File: src/rtl/param_stack_if.sv
// Handshake and status bundle for param_stack: the datapath master drives
// push/pop/din/err_clr, the stack (slave) returns top-of-stack and status.
interface param_stack_if #(
  parameter int WIDTH = 8,
  parameter int DEPTH = 16,
  parameter int CW    = $clog2(DEPTH + 1)
);
  logic             push;
  logic             pop;
  logic [WIDTH-1:0] din;
  logic             err_clr;
  logic [WIDTH-1:0] dout;
  logic [CW-1:0]    count;
  logic             empty;
  logic             full;
  logic             ovf;
  logic             unf;

  modport master (
    output push, pop, din, err_clr,
    input  dout, count, empty, full, ovf, unf
  );

  modport slave (
    input  push, pop, din, err_clr,
    output dout, count, empty, full, ovf, unf
  );
endinterface

File: src/rtl/param_stack.sv
// Parametrised register-file LIFO with replace-top, registered status and
// overflow/underflow flags; STACK_ERR_STICKY_EN makes the flags sticky until err_clr.
module param_stack #(
  parameter int WIDTH = 8,
  parameter int DEPTH = 16,
  parameter int CW    = $clog2(DEPTH + 1)
) (
  input logic         clk,
  input logic         rst_n,
  param_stack_if.slave bus
);
  localparam int AW = $clog2(DEPTH);

  logic [WIDTH-1:0] mem_r [DEPTH];
  logic [CW-1:0]    sp_r;
  logic [WIDTH-1:0] dout_r;
  logic             empty_r;
  logic             full_r;
  logic             ovf_r;
  logic             unf_r;

  logic [CW-1:0]    sp_nxt_s;
  logic [WIDTH-1:0] dout_nxt_s;
  logic             we_s;
  logic [AW-1:0]    wa_s;
  logic             ovf_set_s;
  logic             unf_set_s;
  logic [AW-1:0]    top_idx_s;
  logic [AW-1:0]    push_idx_s;
  logic [AW-1:0]    below_idx_s;

  assign top_idx_s   = AW'(sp_r - CW'(1));
  assign push_idx_s  = AW'(sp_r);
  assign below_idx_s = AW'(sp_r - CW'(2));

  // Operation decode: next pointer, next top-of-stack, storage write and error events
  always_comb begin
    sp_nxt_s   = sp_r;
    dout_nxt_s = dout_r;
    we_s       = 1'b0;
    wa_s       = top_idx_s;
    ovf_set_s  = 1'b0;
    unf_set_s  = 1'b0;
    if (bus.push && bus.pop && !empty_r) begin
      we_s       = 1'b1;
      wa_s       = top_idx_s;
      dout_nxt_s = bus.din;
    end else if (bus.push && !full_r) begin
      // Also covers push+pop on an empty stack, which behaves as a plain push
      we_s       = 1'b1;
      wa_s       = push_idx_s;
      sp_nxt_s   = sp_r + CW'(1);
      dout_nxt_s = bus.din;
    end else if (bus.push && !bus.pop) begin
      ovf_set_s = 1'b1;
    end else if (bus.pop && !bus.push && !empty_r) begin
      sp_nxt_s   = sp_r - CW'(1);
      dout_nxt_s = (sp_r > CW'(1)) ? mem_r[below_idx_s] : {WIDTH{1'b0}};
    end else if (bus.pop && !bus.push) begin
      unf_set_s = 1'b1;
    end else begin
      sp_nxt_s = sp_r;
    end
  end

  // Storage write; contents are don't-care after reset so no reset is applied
  always_ff @(posedge clk) begin
    if (we_s) begin
      mem_r[wa_s] <= bus.din;
    end
  end

  // Pointer, top-of-stack and status registers
  always_ff @(posedge clk or negedge rst_n) begin
    if (!rst_n) begin
      sp_r    <= {CW{1'b0}};
      dout_r  <= {WIDTH{1'b0}};
      empty_r <= 1'b1;
      full_r  <= 1'b0;
    end else begin
      sp_r    <= sp_nxt_s;
      dout_r  <= dout_nxt_s;
      empty_r <= (sp_nxt_s == {CW{1'b0}});
      full_r  <= (sp_nxt_s == CW'(DEPTH));
    end
  end

`ifdef STACK_ERR_STICKY_EN
  // Sticky error flags: a new error in the clearing cycle keeps the flag set
  always_ff @(posedge clk or negedge rst_n) begin
    if (!rst_n) begin
      ovf_r <= 1'b0;
      unf_r <= 1'b0;
    end else begin
      ovf_r <= ovf_set_s | (ovf_r & ~bus.err_clr);
      unf_r <= unf_set_s | (unf_r & ~bus.err_clr);
    end
  end
`else
  logic unused_err_clr_s;
  assign unused_err_clr_s = bus.err_clr;

  // Single-cycle error pulses, one cycle after the offending edge
  always_ff @(posedge clk or negedge rst_n) begin
    if (!rst_n) begin
      ovf_r <= 1'b0;
      unf_r <= 1'b0;
    end else begin
      ovf_r <= ovf_set_s;
      unf_r <= unf_set_s;
    end
  end
`endif

  assign bus.dout  = dout_r;
  assign bus.count = sp_r;
  assign bus.empty = empty_r;
  assign bus.full  = full_r;
  assign bus.ovf   = ovf_r;
  assign bus.unf   = unf_r;
endmodule

File: src/flat_wrapper.sv
// flat-port wrapper written by rule: the top's interface ports become plain ports
module param_stack_flat 
#(
  parameter int WIDTH = 8,
  parameter int DEPTH = 16,
  parameter int CW    = $clog2(DEPTH + 1)
)
  (clk, rst_n, bus_push, bus_pop, bus_din, bus_err_clr, bus_dout, bus_count, bus_empty, bus_full, bus_ovf, bus_unf);
  param_stack_if #(.WIDTH(WIDTH), .DEPTH(DEPTH), .CW(CW)) bus_i ();
  input logic clk;
  input logic rst_n;
  input wire logic [$bits(bus_i.push)-1:0] bus_push;
  input wire logic [$bits(bus_i.pop)-1:0] bus_pop;
  input wire logic [$bits(bus_i.din)-1:0] bus_din;
  input wire logic [$bits(bus_i.err_clr)-1:0] bus_err_clr;
  output wire logic [$bits(bus_i.dout)-1:0] bus_dout;
  output wire logic [$bits(bus_i.count)-1:0] bus_count;
  output wire logic [$bits(bus_i.empty)-1:0] bus_empty;
  output wire logic [$bits(bus_i.full)-1:0] bus_full;
  output wire logic [$bits(bus_i.ovf)-1:0] bus_ovf;
  output wire logic [$bits(bus_i.unf)-1:0] bus_unf;
  assign bus_i.push = bus_push;
  assign bus_i.pop = bus_pop;
  assign bus_i.din = bus_din;
  assign bus_i.err_clr = bus_err_clr;
  assign bus_dout = bus_i.dout;
  assign bus_count = bus_i.count;
  assign bus_empty = bus_i.empty;
  assign bus_full = bus_i.full;
  assign bus_ovf = bus_i.ovf;
  assign bus_unf = bus_i.unf;
  param_stack #(.WIDTH(WIDTH), .DEPTH(DEPTH), .CW(CW)) u_core (.clk(clk), .rst_n(rst_n), .bus(bus_i));
endmodule
File: config.mk
export PLATFORM = sky130hd
export DESIGN_NAME = param_stack_flat
export DESIGN_NICKNAME = d
export VERILOG_FILES = /design/src/rtl/param_stack_if.sv /design/src/rtl/param_stack.sv /design/src/flat_wrapper.sv
export SDC_FILE = /design/constraint.sdc
export NUM_CORES = 1
export LEC_CHECK = 0
export ABC_AREA = 0
export ABC_CLOCK_PERIOD_IN_PS = 2670
export BUFFER_PORTS_ARGS = -buffer_cell sky130_fd_sc_hd__buf_2
export CORE_UTILIZATION = 45
export DETAILED_ROUTE_END_ITERATION = 8
export HOLD_SLACK_MARGIN = 0.15
export SLEW_MARGIN = 20
export SYNTH_ARGS = -nofsm -noshare
export SYNTH_HDL_FRONTEND = slang
export SYNTH_SLANG_ARGS = --single-unit
File: constraint.sdc
create_clock -name clk -period 2.67 [get_ports clk]
set_input_delay 0.267 -clock clk [delete_from_list [all_inputs] [get_ports clk]]
set_output_delay 0.267 -clock clk [all_outputs]
set_load 0.03 [all_outputs]
# Word-level counts from Yosys, hierarchy flattened
# Memory sizes are Yosys's and may differ from the RTL's.
# Cells that the tools add are included.
[word_totals]
reg_bits = 17
ram_bits = 128
in_bits = 13
output_inout_bits = 17
elab_cells = 49
n_memories = 1
[mem_list]
columns = ["memory", "words", "width", "read_ports", "rd_clocked_by_memory_dff", "write_ports", "line", "source"]
rows = [
  ["u_core.mem_r", 16, 8, 1, 0, 1, "param_stack.sv:14", "logic [WIDTH-1:0] mem_r [DEPTH];"],
]
[classes]
addsub = 3
magnitude_cmp = 1
n_eq_ne = 2
mux = 23
n_reduce_logical = 13
[ops]
columns = ["op", "n"]
rows = [
  ["$mux 8", 5],
  ["$mux 5", 4],
  ["$mux 1", 12],
  ["$mux 4", 2],
  ["$logic_and 1x1->1", 6],
  ["$add 5x1->5 const B", 1],
  ["$eq 5x5->1 const B", 1],
  ["$gt 5x1->1 const B", 1],
  ["$logic_not 5->1", 1],
  ["$sub 5x1->5 const B", 1],
  ["$logic_not 1->1", 4],
  ["$sub 4x2->4 const B", 1],
  ["$ne 3x1->1 const B", 1],
  ["$reduce_bool 3->1", 1],
  ["$reduce_and 2->1", 1],
]

# Longest topological paths before layout
# Gate-level depths: netlist (run 1).
[logic_depth]
ltp_word = 8
depth_mapped = 10
mapped_depth_nobuf = 7

# Least setup slack after synthesis (run 1)
# No wires, ideal clock.
[synth_path]
kind = "register to register"
from = "register u_core.sp_r[0], in the netlist u_core.bus.count[0]"
to = "memory u_core.mem_r[10][0] (enable)"
setup_time_ns = 0.370
arrival_time_ns = 2.315
t_required_ns = 2.300
slack_ns = -0.015
path_stages_with_launch = 9
path_buffers = 3
synth_period_minus_slack_ns = 2.685
cell_sequence = "dfrtp_1 -> buf_6 -> buf_2 -> inv_1 -> ha_1 -> clkbuf_1 -> o21ai_0 -> a32oi_1 -> nor2_1"
[synth_between]
elab_chain_len = 3
[synth_rtl]
columns = ["item", "line", "source"]
rows = [
  ["from (decl)", "param_stack.sv:15", "logic [CW-1:0] sp_r;"],
  ["from (signal assigned)", "param_stack.sv:76", "sp_r <= {CW{1'b0}};"],
  ["from (signal assigned)", "param_stack.sv:81", "sp_r <= sp_nxt_s;"],
  ["$sub 5x1->5", "--", ""],
  ["$mux 4", "param_stack.sv:48", "end else if (bus.push && !full_r) begin"],
  ["$mux 4 *", "param_stack.sv:44", "if (bus.push && bus.pop && !empty_r) begin"],
  ["to (decl)", "param_stack.sv:14", ""],
]
# Every way passes the cells marked *; elsewhere a longest branch is shown, timed or not.

# Worst setup path after layout (run 1)
[layout_path]
from = "register u_core.sp_r[2], in the netlist u_core.bus.count[2]"
to = "memory u_core.mem_r[10][6] (enable)"
# The elaborated chain is that of the path after synthesis.

==> results of run 1 <==
## registers in the layout, indices dropped and copies added, names as in the netlist
signal	cells
u_core.bus.unf	1
u_core.bus.ovf	1
u_core.bus.full	1
u_core.bus.empty	1
u_core.bus.dout	8
u_core.mem_r	128
u_core.bus.count	5
## worst max path at each step
stage | start | endpoint | cells after the start
floorplan | u_core.bus.count[0] | u_core.mem_r[10][0] | 8
global placement | u_core.bus.count[1] | u_core.mem_r[6][2] | 6
detailed placement | u_core.bus.count[1] | u_core.mem_r[6][2] | 6
CTS | u_core.bus.count[1] | u_core.mem_r[7][4] | 6
global route | u_core.bus.count[2] | u_core.mem_r[9][4] | 6
finish | u_core.bus.count[2] | u_core.mem_r[10][6] | 7
## area by class of cell
class	instances	area (um^2)
flip-flops and latches	145	4270
inverters	5	18.8
repair buffers	46	280
multi-input cells	154	1640
clock buffers	20	437
fillers	1004	5850
clock inverters	12	111
well taps	172	215
## power groups by stage
stage	clock, mW	combinational [mW]	sequential [mW]
6_report	2.19	3.01	2.98
5_1_grt	2.31	3.23	3.01
4_1_cts	2.21	3.01	2.99
3_5_place_dp	0	2.99	3.03
3_3_place_gp	0	2.95	3.02
2_1_floorplan	0	1.95	3.20
## cells in the final DEF (no fill, tap or decap), types with 4 or more instances in the layout
| cell | synthesis | layout |
|---|---|---|
| a221o_1 | 7 | 7 |
| nor3_1 | 4 | 4 |
| nand3_1 | 6 | 6 |
| inv_1 | 5 | 5 |
| ha_1 | 6 | 6 |
| mux2i_1 | 14 | 14 |
| dfrtp_1 | 16 | 15 |
| buf_2 | 2 | 28 |
| nand2_1 | 5 | 5 |
| buf_4 | 3 | 16 |
| mux4_2 | 28 | 28 |
| o22ai_1 | 8 | 8 |
| nor2_2 | 0 | 9 |
| nor2_1 | 22 | 13 |
| mux4_1 | 5 | 5 |
| nor4_1 | 5 | 5 |
| edfxtp_1 | 128 | 128 |
| clkbuf_16 | 0 | 17 |
| xnor2_1 | 4 | 4 |
| o21ai_0 | 10 | 10 |
## metrics by stage
stage / setup TNS (ns) / cells
after detailed placement: 0 / 520
after CTS: 0 / 554
after floorplan: -0.670 / 320
after global routing: -5.53 / 554
after global placement: 0 / 520
final: 0 / 554
## critical path: cells and delay by family, from the launching register on
family / cells / cell delay (ns)
DFF: 1 / 0.37
adders and majority gates: 1 / 0.23
and+or+nand+nor: 2 / 0.88
buffers and inverters: 1 / 0.16
AOI/OAI and AO/OA: 3 / 0.59
## cell families after synthesis
logic type | synth area share
buffers and inverters | 0.0194
DFF | 0.712
and+or+nand+nor | 0.0453
adders and majority gates | 0.0125
AOI/OAI and AO/OA | 0.0497
xor gates and xnor gates | 0.0102
muxes | 0.150
## timing repair
action / CTS / global route
resized for setup: 1 / 8
endpoints found under the hold margin: 19 / 0
hold buffers: 2 / 0
cloned: 0 / 0
setup endpoints to repair: 7 / 112
## layer usage
layer	share of wire	vias up	wire length [um]
met4	0.0058	0	71
met3	0.051	9	622
li1	-	1421	-
met2	0.49	89	5920
met5	0	-	0
met1	0.46	1620	5550
==> summary.md, run 1 <==
| Metric | Value |
|---|---|
| Outcome | `finished clean` |
| First-pass GRT wire length | `18600 um` |
| Slowest Stage Delay on Critical Path | `0.70 ns` |
| IO Port Bufs | `28` |
| # rows | `41` |
| Switch share | `0.343` |
| Max-slew violations | `0` |
| Initial Util | `0.467` |
| Most frequent cells after synthesis | `edfxtp_1 (128), mux4_2 (28), nor2_1 (22), dfrtp_1 (16), mux2i_1 (14)` |
| Final core utilization | `0.544` |
| CTS tree | `built` |
| Psw | `2.80 mW` |
| Pint | `5.38 mW` |
| Tot Pwr | `8.18 mW` |
| Routability-driven placement congestion ratio | `0.772` |
| Netlist cell types | `40` |
| Root buffer selected by CTS | `clkbuf_16` |
| Setup Viol. Count Final | `0` |
| Count leader, synth | `edfxtp_1` |
| Nets | `388` |
| Tcrit/Tclk final | `0.981` |
| Cell Chain, Critical Path | `inv_1 > ha_1 > a21boi_4 > nand2b_1 > o31ai_1 > a32oi_1 > nor2_1` |
| # diodes | `0` |
| WHS Path Cells | `2` |
| Cells after synthesis | `320` |
| Clk sinks | `145` |
| Crit path required time | `2.71 ns` |
| CP max stage cell | `nor2_1` |
| Reg-to-Reg End | `u_core.mem_r[10][6]` |
| Lkg Pwr | `2.40 nW` |
| Final worst setup slack | `0.0500 ns` |
| Ratio of cells with drive above 1 in the final layout | `0.301` |
| Final hold slack | `0.215 ns` |
| Crit Path Class | `register to register` |
| Area post-placement | `6380 um^2` |
| Final instance area | `6970 um^2` |
| YS warnings | `0` |
| RSZ-0062 raised after global routing | `true` |
| GR Layer Usage met3 | `0.0438` |
| Vias in the first global route | `3180` |
| Cell taking the most area after synthesis | `edfxtp_1` |
| Max clock buf depth | `2` |
| Mean post-synth cell area | `18.7 um^2` |
| Synth top area share | `0.641` |
| Place WS | `0.0115 ns` |
| Total track usage | `0.189` |
| Met2 usage | `0.300` |
| Ys async rst share | `0.117` |
| Synth Flop Type | `edfxtp_1` |
| Initial antenna violation count | `0` |
| Hold Startpoint | `bus_push` |
| Hold endpoint | `u_core.bus.count[1]` |
| IO Pins | `30` |
| Max VDD drop | `0.541 mV` |
| Post-Route WL | `12200 um` |
| Clock slew at reported path FFs | `0.06 ns` |
| CORE AREA | `12800 um^2` |
| Gr busiest metal | `met2` |
| Max Cap Viol | `0` |
| Routed Antenna Nets | `0` |
| R2R setup slack | `0.05 ns` |
| Worst setup EP type | `register` |
| FF+latch count, synth | `145` |
| Period minus WS final | `2.62 ns` |
| Largest net degree at the start of global routing | `27` |
| H-tree Lvls | `4` |
| Slew headroom | `0.436` |
| Initial DRC count | `320` |
| Startpoint Class | `register` |
| Met1 GRT Util | `0.256` |
| Seq/Total Area, Yosys | `0.712` |
| Sequential share of power | `0.364` |
| Area contributors post-synth | `edfxtp_1 (64%), mux4_2 (11%), dfrtp_1 (6.7%)` |
| Skew-Pair Late Insertion Delay | `0.42 ns` |
| Pwr/cell area | `1170 nW/um^2` |
| Final hold vios | `0` |
| Worst reg-to-reg path cell count | `7` |
| HP Class | `primary input to register` |
| R2R Path Start | `u_core.bus.count[2]` |
| Combinational share of power | `0.368` |
| Grt ovf | `0` |
| CP max FO | `9` |
| Worst EP arrival | `2.66 ns` |
| Die Area | `13800 um^2` |
| Vias | `3139` |
| Chip width | `117 um` |
| Clk pwr share | `0.267` |
| Worst slew pin tran | `0.838 ns` |
| Syn_nets | `339` |
| Clk_skew | `0.00916 ns` |
| Die Span Y | `117 um` |
| DR vias/cell | `5.67` |
| CTS Buf Count | `17` |
| Post-CTS setup repair buffer count | `0` |
| Highest Clock Rate | `382 MHz` |
| Detailed Place HPWL | `7940 um` |
| Drt first pass iters | `4` |
| Synthesized area | `5990 um^2` |
| Post-synth EDFFs | `128` |
| Synthesis-to-finish area growth | `16.3%` |
| Residual DRC | `0` |
| Routed len/inst | `22.0 um` |
(Power assumes the default switching activity.)
==> run 2, diff against run 1 <==
Settings changed: ABC_CLOCK_PERIOD_IN_PS 2670 to 3250.
Clock period 2.67 ns to 3.25 ns, I/O delays scaled along.
==> summary.md, run 2 (same netlist as run 1, synthesis figures left out) <==
| Metric | Value |
|---|---|
| Outcome | `finished clean` |
| Cells after DPL | `512 (-1.5%)` |
| Clk_skew | `0.00765 ns (-0.00150 ns)` |
| Routability-driven placement congestion ratio | `0.750 (-2.8%)` |
| Max VDD drop | `0.759 mV (+40%)` |
| Max-slew violations | `0 (unchanged)` |
| Final hold vios | `0 (unchanged)` |
| Worst setup EP type | `register` |
| R2R Path Start | `u_core.bus.count[1]` |
| Period minus WS final | `2.84 ns` |
| HP Class | `primary input to register` |
| First-pass GRT wire length | `18000 um (-3.4%)` |
| Area post-placement | `6320 um^2 (-0.94%)` |
| Max clock buf depth | `2 (unchanged)` |
| Worst reg-to-reg path cell count | `6 (-1)` |
| Initial antenna violation count | `0 (unchanged)` |
| IO Port Bufs | `28 (unchanged)` |
| Crit path required time | `3.28 ns (+0.57 ns)` |
| Clock slew at reported path FFs | `0.06 ns (about the same)` |
| Met2 Wirelength | `5710 um (-3.6%)` |
| Detailed Place HPWL | `7660 um (-3.5%)` |
| Die Span Y | `117 um (unchanged)` |
| Slew headroom | `0.315 (-0.121)` |
| Root buffer selected by CTS | `clkbuf_16` |
| # rows | `41 (unchanged)` |
| Reg-to-Reg End | `u_core.mem_r[4][3]` |
| Clk sinks | `145 (unchanged)` |
| CP max FO | `12 (+3)` |
| DR vias/cell | `5.61 (-0.97%)` |
| DR top layer | `met4` |
| Final core utilization | `0.537 (-0.00624)` |
| Setup Viol. Count Final | `0 (unchanged)` |
| Nets | `380 (-2.1%)` |
| Skew-Pair Late Insertion Delay | `0.41 ns (about the same)` |
| Die Area | `13800 um^2 (unchanged)` |
| Lkg Pwr | `2.36 nW (-1.5%)` |
| Routed len/inst | `21.6 um (-1.6%)` |
| Total track usage | `0.184 (-0.00461)` |
| Pwr/cell area | `960 nW/um^2 (-18%)` |
| CORE AREA | `12800 um^2 (unchanged)` |
| Final worst setup slack | `0.406 ns (+0.356 ns)` |
| # diodes | `0 (unchanged)` |
| Commonest non-fill, non-tap cell in the layout | `edfxtp_1` |
| Initial Util | `0.467 (unchanged)` |
| Fin cells | `545 (-1.6%)` |
| H-tree Lvls | `4 (unchanged)` |
| Vias in the first global route | `3074 (-3.3%)` |
| Worst slew pin tran | `1.02 ns (+0.186 ns)` |
| Startpoint Class | `primary input` |
| CP Launch Point | `bus_pop` |
| WHS Path Cells | `2 (unchanged)` |
| Chip width | `117 um (unchanged)` |
| Metal-1 WL | `5380 um (-3.1%)` |
| Hold Startpoint | `bus_push` |
| Drt first pass iters | `4 (unchanged)` |
| IO Pins | `30 (unchanged)` |
| Commonest non-fill, non-tap cells in the layout | `edfxtp_1 (128), mux4_2 (28), buf_2 (28), nor2_1 (22), clkbuf_16 (17)` |
| Biggest register | `u_core.mem_r` |
| Residual DRC | `0 (unchanged)` |
| Initial DRC count | `221 (-31%)` |
| Grt ovf | `0 (unchanged)` |
| Max Cap Viol | `0 (unchanged)` |
| R2R setup slack | `0.49 ns (+0.44 ns)` |
| Hold endpoint | `u_core.bus.count[1]` |
| Ratio of cells with drive above 1 in the final layout | `0.252 (-0.0490)` |
| Tcrit/Tclk final | `0.875` |
| Worst EP arrival | `2.87 ns (+0.21 ns)` |
| Setup TNS | `0 ns (unchanged)` |
| Post-Route WL | `11800 um (-3.2%)` |
| Synthesis-to-finish area growth | `15.0%` |
| Met3 WL | `559 um (-10%)` |
| Routed Antenna Nets | `0 (unchanged)` |
| CTS tree | `built` |
| Place WS | `0.467 ns (+0.455 ns)` |
| Post-CTS setup repair buffer count | `0 (unchanged)` |
| Highest Clock Rate | `352 MHz` |
| Largest net degree at the start of global routing | `36 (+33%)` |
| Largest register FFs | `128 (unchanged)` |
| Vias | `3058 (-2.6%)` |
| CTS Buf Count | `17 (unchanged)` |
| Crit Path Class | `primary input to register` |
| Final instance area | `6890 um^2 (-1.1%)` |
| RSZ-0062 raised after global routing | `false` |
run 2: what timing repair did:
| item | in CTS | in global routing |
|---|---|---|
| hold buffers | 2 | 0 |
| endpoints found under the hold margin | 18 | 0 |
| resized for setup | 0 | 0 |
run 2: layout make-up:
cell class / instances / area [um^2]
clock buffers: 18 / 429
inverters: 5 / 18.8
fillers: 1009 / 5930
well taps: 172 / 215
flip-flops and latches: 145 / 4270
multi-input cells: 154 / 1620
repair buffers: 38 / 220
clock inverters: 13 / 121
run 2: metrics by stage:
step	hold slack, ns	total power, mW
detailed placement	0.277	4.88
global route	0.251	6.93
global placement	0.264	4.84
CTS	0.229	6.69
floorplan	0.0294	4.23
finish	0.259	6.61
run 2: worst max-delay path by stage:
stage / to / slack (ns)
floorplan: u_core.mem_r[10][0] / 0.56
global placement: u_core.mem_r[4][1] / 0.51
detailed placement: u_core.mem_r[12][7] / 0.47
CTS: u_core.mem_r[4][0] / 0.40
global route: u_core.mem_r[4][3] / 0.19
finish: u_core.mem_r[4][3] / 0.41
run 2: worst max-delay path, cell delays in order:
cell           delay, ns
dlygate4sd3_1       0.52
buf_2               0.13
nor2b_1             0.55
nand2_1             0.21
o21ai_0             0.18
nand2_1             0.14
nor2_1              0.81
run 2: where the power goes:
| group | switching (mW) | internal (mW) |
|---|---|---|
| clock | 0.691 | 1.11 |
| combinational | 1.38 | 0.966 |
| sequential | 0.129 | 2.34 |
run 2: metal layers:
metal | up-vias | GRT usage
met5 | - | 0
met3 | 12 | 0.0579
met1 | 1564 | 0.246
met2 | 85 | 0.286
li1 | 1397 | -
met4 | 0 | 0.0609
